==> src/rtl/pll_lock_sequencer.sv <==
// Purpose: turns an async PLL lock into a qualified synchronous reset and ready flag.
// Latency: release SYNC_STAGES+1+LOCK_CYCLES+HOLD_CYCLES edges after lock; loss re-asserts reset after SYNC_STAGES+1.
// Backpressure: none; `locked` is sampled every cycle. Optional PLL_LOCK_SEQ_LOSS_COUNT_EN adds the loss counter.
module pll_lock_sequencer #(
  parameter int LOCK_CYCLES = 1024,
  parameter int HOLD_CYCLES = 16,
  parameter int SYNC_STAGES = 2
) (
  input  logic       clock,
  input  logic       reset,
  input  logic       locked,
  output logic       rst_out,
  output logic       ready,
  output logic [1:0] state,
  output logic [7:0] loss_count
);

  localparam int LW    = $clog2(LOCK_CYCLES);
  localparam int HW    = $clog2(HOLD_CYCLES);
  localparam int MW    = (LW > HW) ? LW : HW;
  localparam int CNT_W = (MW < 1) ? 1 : MW;

  typedef enum logic [1:0] {
    WAIT   = 2'd0,
    STABLE = 2'd1,
    HOLD   = 2'd2,
    RUN    = 2'd3
  } state_t;

  state_t             state_q, state_d;
  logic [CNT_W-1:0]   cnt;
  logic [SYNC_STAGES-1:0] sync;
  logic               lock_s;

  assign lock_s = sync[SYNC_STAGES-1];
  assign state  = state_q;

  always_ff @(posedge clock) begin
    if (reset) begin
      sync <= '0;
    end else begin
      sync <= {sync[SYNC_STAGES-2:0], locked};
    end
  end

  always_ff @(posedge clock) begin
    if (reset) begin
      state_q <= WAIT;
      rst_out <= 1'b1;
      ready   <= 1'b0;
    end else begin
      state_q <= state_d;
      rst_out <= (state_d != RUN);
      ready   <= (state_d == RUN);
    end
  end

  // Counter only runs while staying in a qualification state; any transition restarts it.
  always_ff @(posedge clock) begin
    if (reset) begin
      cnt <= '0;
    end else if ((state_d != state_q) || (state_q == WAIT) || (state_q == RUN)) begin
      cnt <= '0;
    end else begin
      cnt <= cnt + 1'b1;
    end
  end

  // Lock drop is checked first so it wins over count completion.
  always_comb begin
    state_d = state_q;
    case (state_q)
      WAIT: begin
        if (lock_s) state_d = STABLE;
      end
      STABLE: begin
        if (!lock_s)                             state_d = WAIT;
        else if (cnt == CNT_W'(LOCK_CYCLES - 1)) state_d = HOLD;
      end
      HOLD: begin
        if (!lock_s)                             state_d = WAIT;
        else if (cnt == CNT_W'(HOLD_CYCLES - 1)) state_d = RUN;
      end
      RUN: begin
        if (!lock_s) state_d = WAIT;
      end
      default: state_d = WAIT;
    endcase
  end

`ifdef PLL_LOCK_SEQ_LOSS_COUNT_EN
  always_ff @(posedge clock) begin
    if (reset) begin
      loss_count <= 8'd0;
    end else if ((state_q == RUN) && (state_d == WAIT) && (loss_count != 8'd255)) begin
      loss_count <= loss_count + 8'd1;
    end
  end
`else
  assign loss_count = 8'd0;
`endif

endmodule
==> config.mk <==
export PLATFORM = sky130hd
export DESIGN_NAME = pll_lock_sequencer
export DESIGN_NICKNAME = d
export VERILOG_FILES = /design/src/rtl/pll_lock_sequencer.sv
export SDC_FILE = /design/constraint.sdc
export NUM_CORES = 1
export LEC_CHECK = 0
export CORE_AREA = 4 4 56 58
export CTS_CLUSTER_DIAMETER = 50
export DETAILED_ROUTE_END_ITERATION = 10
export DIE_AREA = 0 0 60 62
export GPL_ROUTABILITY_DRIVEN = 0
export PLACE_DENSITY = 0.61
export SYNTH_ARGS = -nofsm -noshare
export SYNTH_HDL_FRONTEND = slang
export SYNTH_SLANG_ARGS = --single-unit
==> constraint.sdc <==
create_clock -name clock -period 1.8 [get_ports clock]
set_input_delay 0.27 -clock clock [delete_from_list [all_inputs] [get_ports clock]]
set_output_delay 0.27 -clock clock [all_outputs]
set_load 0.01 [all_outputs]
### After elaboration in Yosys (flattened, before gate mapping)

Index checks and enable logic that the tools add are counted.
Widths: inputs -> output; s select.

* register bits after elaboration: 16
* bits of input ports: 3
* output and inout port bits: 12
* word-level logic and storage cells: 25

* $add $sub $neg: 1
* equal/unequal tests: 8
* mux-type cells: 7
* reductions and logical operators: 4

Operator list (count)
* $mux 2: 6
* $add 10x1->10 const B: 1
* $eq 10x10->1 const B: 1
* $eq 10x4->1 const B: 1
* $pmux 2 s4: 1
* $eq 2x2->1 const B: 3
* $eq 2x1->1 const B: 1
* $logic_not 2->1: 1
* $logic_or 1x1->1: 2
* $ne 2x2->1: 1
* $ne 2x2->1 const B: 1
* $reduce_or 2->1: 1

### Longest topological paths before layout

* depth in word-level cells: 8
* gate-level depth with buffers: 5
* depth with buffers taken out: 4

### Worst setup path after synthesis

Ideal clock, no wire load.

* path kind: reg-to-reg
* start point: reg cnt[0]
* end point: reg cnt[5]
* arrival: 1243 ps
* required time: 1654 ps
* slack: 411 ps
* stages on the path, launching flop included: 5
* buffers on the path: 0
* period minus slack after synthesis: 1389 ps
* path through: dfxtp_1 -> ha_1 -> nand2_1 -> o311ai_4 -> a22oi_1

* cells in the longest elaborated chain, start to end: 8
* elaborated cells between the ends (all ways): 12

Ends and longest elaborated chain
* from (decl): line 31 `logic [CNT_W-1:0] cnt;`
* from (signal assigned): line 65 `cnt <= cnt + 1'b1;`
* $eq 10x4->1 / $eq 10x10->1 (equally long branches): line 82, 78
* $mux 2 (on tied branches): line 82, 78
* $mux 2 (on tied branches): line 81, 77
* $pmux 2 s4: line 72 `case (state_q)`
* $ne 2x2->1: line 62 `end else if ((state_d != state_q) || (state_q == WAIT) || (state_q == RUN)) begin`
* $logic_or 1x1->1 (2 in series): line 62
* $reduce_or 2->1 (no line)

Several ways; a longest one is shown, not always the timed one.
A chain may end at the register's enable or synchronous reset.

### Worst setup path in the final report

* start point: reg cnt[0]
* end point: reg cnt[6]

The elaborated chain is that of the path after synthesis.

==> impl_metrics.csv <==
group,metric,value,unit
worst_hold_path,min_path_cells,1,
pwr,p_leak,0.264,nW
clock_tree,ctsResizeCount,0,
clock_tree,cts_setup_buffers,0,
worst_setup_path,start_kind,"flip-flop",
drt,drt_pass1_iterations,4,
die,die_y,62,um
placed_design,place_ws,221,ps
sta,skew,3.07,ps
die,io_pins,15,
sta,rsz0062_at_grt,"false",
pwr,p_per_area,724,nW/um2
drt,vias,565,
worst_setup_path,r2r-start,"cnt[0]$_SDFF_PP0_",
sta,fin_crit,1590,ps
worst_setup_path,path_buf_inv,0,
drt,drc,0,
clock_tree,cts-root-buf,"clkbuf_4",
die,coreArea,2660,um2
synthesis,syn_avg_cell_area,9.94,um2
sta,finalHoldViolations,0,
worst_setup_path,worstSetupPathType,"flip-flop to flip-flop",
grt,antenna_found_initial,0,
synthesis,ys_types,35,
cells_and_area,drive_above_1_share,12.9,%
grt,grt_overflow_total,0,
drt,viasPerCell,4.87,
drt,drt-wirelength-per-cell,11.4,um
worst_setup_path,cp-end-kind,"flip-flop",
clock_tree,cts_tree,"done",
cells_and_area,antennaDiodeCount,0,
worst_setup_path,rr_worst_depth,4,
cells_and_area,fin_cells,116,
grt,grt_first_pass_wirelength,2250,um
drt,wl_met3,77,um
cells_and_area,layout.nets,90,
worst_setup_path,critical_path.cell_chain,"ha_1 -> nand2_1 -> o311ai_4 -> a22oi_1",
grt,grt_start_max_net_pins,11,
pwr,ir_drop,0.261,mV
worst_setup_path,required,1950,ps
placed_design,io_buffers,6,
synthesis,seq_area_frac_synth,41.8,%
drt,drt_iter0_drc,7,
worst_hold_path,min_from,"sync[0]$_SDFF_PP0_",
synthesis,postSynthCellCount,77,
synthesis,syn_area,766,um2
cells_and_area,final_common_cell,"dfxtp_1",
job,maxCapViolations,0,
placed_design,place_inst,112,
pwr,total_power,0.619,mW
die,rows,19,
sta,tns,0,ps
die,start_util,28.8,%
die,die_area,3720,um2
clock_tree,cts_buffers,3,
synthesis,yosys_register_bits,16,
worst_setup_path,arrival,1740,ps
clock_tree,cts_max_level,1,
worst_hold_path,hold-path-endpoint,"sync[1]$_SDFF_PP0_",
die,die_w,60,um
drt,ant_nets,0,
worst_setup_path,critPathMaxStageDelay,540,ps
clock_tree,clk_pin_slew_worst_paths,100,ps
worst_setup_path,critPathMaxFanout,10,
sta,setup_viol,0,
sta,drv_slew,0,
outcome,status,"completed",
cells_and_area,area_growth,11.8,%
sta,max_freq,629,MHz
placed_design,hpwl,996,um
grt,grtUsageTotal,8.23,%
drt,dr_wl_met2,625,um
worst_setup_path,cp_slowest_cell,"o311ai_4",
sta,fin_crit_sh,88.4,%
grt,grt_pass1_vias,542,
clock_tree,clkLatencyLatePin,290,ps
sta,layout_setup_ws,209,ps
worst_hold_path,hp-class,"flip-flop to flip-flop",
worst_setup_path,cp_top_family,"compound AO/OA/AOI/OAI gates",
drt,top_layer_used,"met4",
drt,drt-met1-wl,561,um
cells_and_area,final_cell_mix,"dfxtp_1, conb_1, clkdlybuf4s50_1",
worst_setup_path,reg2reg_slack,210,ps
worst_setup_path,reg2reg_to,"cnt[6]$_SDFF_PP0_",
synthesis,yosys_warnings,0,
clock_tree,cts_hold_buf,0,
clock_tree,cts.sinks,16,
clock_tree,ctsLongestPathBuffers,2,
drt,postRouteWirelength,1330,um
## cells by family (layout without fill, tap and decap cells)
group	Yosys count	after routing	synth area share, %
xor+xnor	3	3	3.43
other cells	1	8	0.490
compound gates	20	20	20.6
flops	16	16	41.8
buf+inv	11	12	10.3
fa+ha+maj	1	1	1.63
simple gates	25	25	21.7
## metrics by stage
stage	utilization, %	area (um2)	hold slack, ps
4_1_cts	32.1	856	455
6_report	32.1	856	448
3_5_place_dp	30.8	820	428
2_1_floorplan	-	792	342
3_3_place_gp	30.8	820	420
5_1_grt	32.1	856	468
## power breakdown
group / switching [mW] / internal [mW]
Combinational: 0.0119 / 0.00789
Sequential: 0.00130 / 0.356
Clock: 0.118 / 0.123
Total: 0.132 / 0.488
## synth_stat cells
cell / count / share of area [%]
o21ai_0: 2 / 1.3
and3_1: 1 / 0.82
a31o_2: 1 / 1.1
buf_4: 8 / 7.8
buf_6: 1 / 1.5
or4_1: 2 / 2.0
a22oi_1: 4 / 3.9
a21boi_1: 1 / 0.98
a31oi_1: 1 / 0.82
or2_2: 1 / 0.82
o31ai_1: 3 / 2.9
inv_1: 2 / 0.98
o21a_1: 1 / 0.98
nand2_1: 4 / 2.0
or3_1: 1 / 0.82
dfxtp_1: 16 / 42
a22oi_2: 1 / 1.6
nand3_4: 1 / 2.3
nand4bb_1: 1 / 1.5
or3_2: 1 / 0.98
and2b_1: 2 / 2.0
o311ai_4: 1 / 3.4
nor2b_1: 2 / 1.6
nor4_1: 2 / 1.6
a21oi_1: 4 / 2.6
conb_1: 1 / 0.49
nand4_1: 1 / 0.82
nor2_1: 2 / 0.98
or4_4: 1 / 1.5
nand3_1: 2 / 1.3
xnor2_1: 2 / 2.3
ha_1: 1 / 1.6
o22ai_1: 1 / 0.82
xor2_1: 1 / 1.1
nand2b_1: 1 / 0.82
## registers in the layout, summed over array words and instances, names as in the netlist
name	flops
cnt	10
state	2
sync	2
ready	1
rst_out	1
## worst reg2reg max path: stages (launching register included)
cell and delay, ps:
dfxtp_1 360, ha_1 200, nand2_1 170, o311ai_4 540, a22oi_1 170
## how the worst max path moves through the flow
stage	from	to	cells past startpoint
after floorplan	cnt[0]$_SDFF_PP0_	cnt[5]$_SDFF_PP0_	4
after global placement	reset	rst_out$_SDFF_PP1_	4
final	cnt[0]$_SDFF_PP0_	cnt[6]$_SDFF_PP0_	4
after global routing	cnt[0]$_SDFF_PP0_	cnt[7]$_SDFF_PP0_	4
after detailed placement	reset	rst_out$_SDFF_PP1_	4
after CTS	cnt[0]$_SDFF_PP0_	cnt[6]$_SDFF_PP0_	4
## cell type report
| type | instances | area [um2] |
|---|---|---|
| clock buffer | 4 | 36.3 |
| inverter | 2 | 7.51 |
| sequential | 16 | 320 |
| timing repair buffer | 6 | 60.1 |
| fill | 277 | 1810 |
| multi-input combinational | 57 | 393 |
| tap | 31 | 38.8 |
## per-layer routing
layer | global-route usage (%) | vias up
li1 | - | 285
met1 | 9.20 | 257
met2 | 13.4 | 18
met3 | 1.24 | 5
met4 | 7.59 | 0
met5 | 0 | -
No activity file was read; power rests on OpenSTA's default activity.
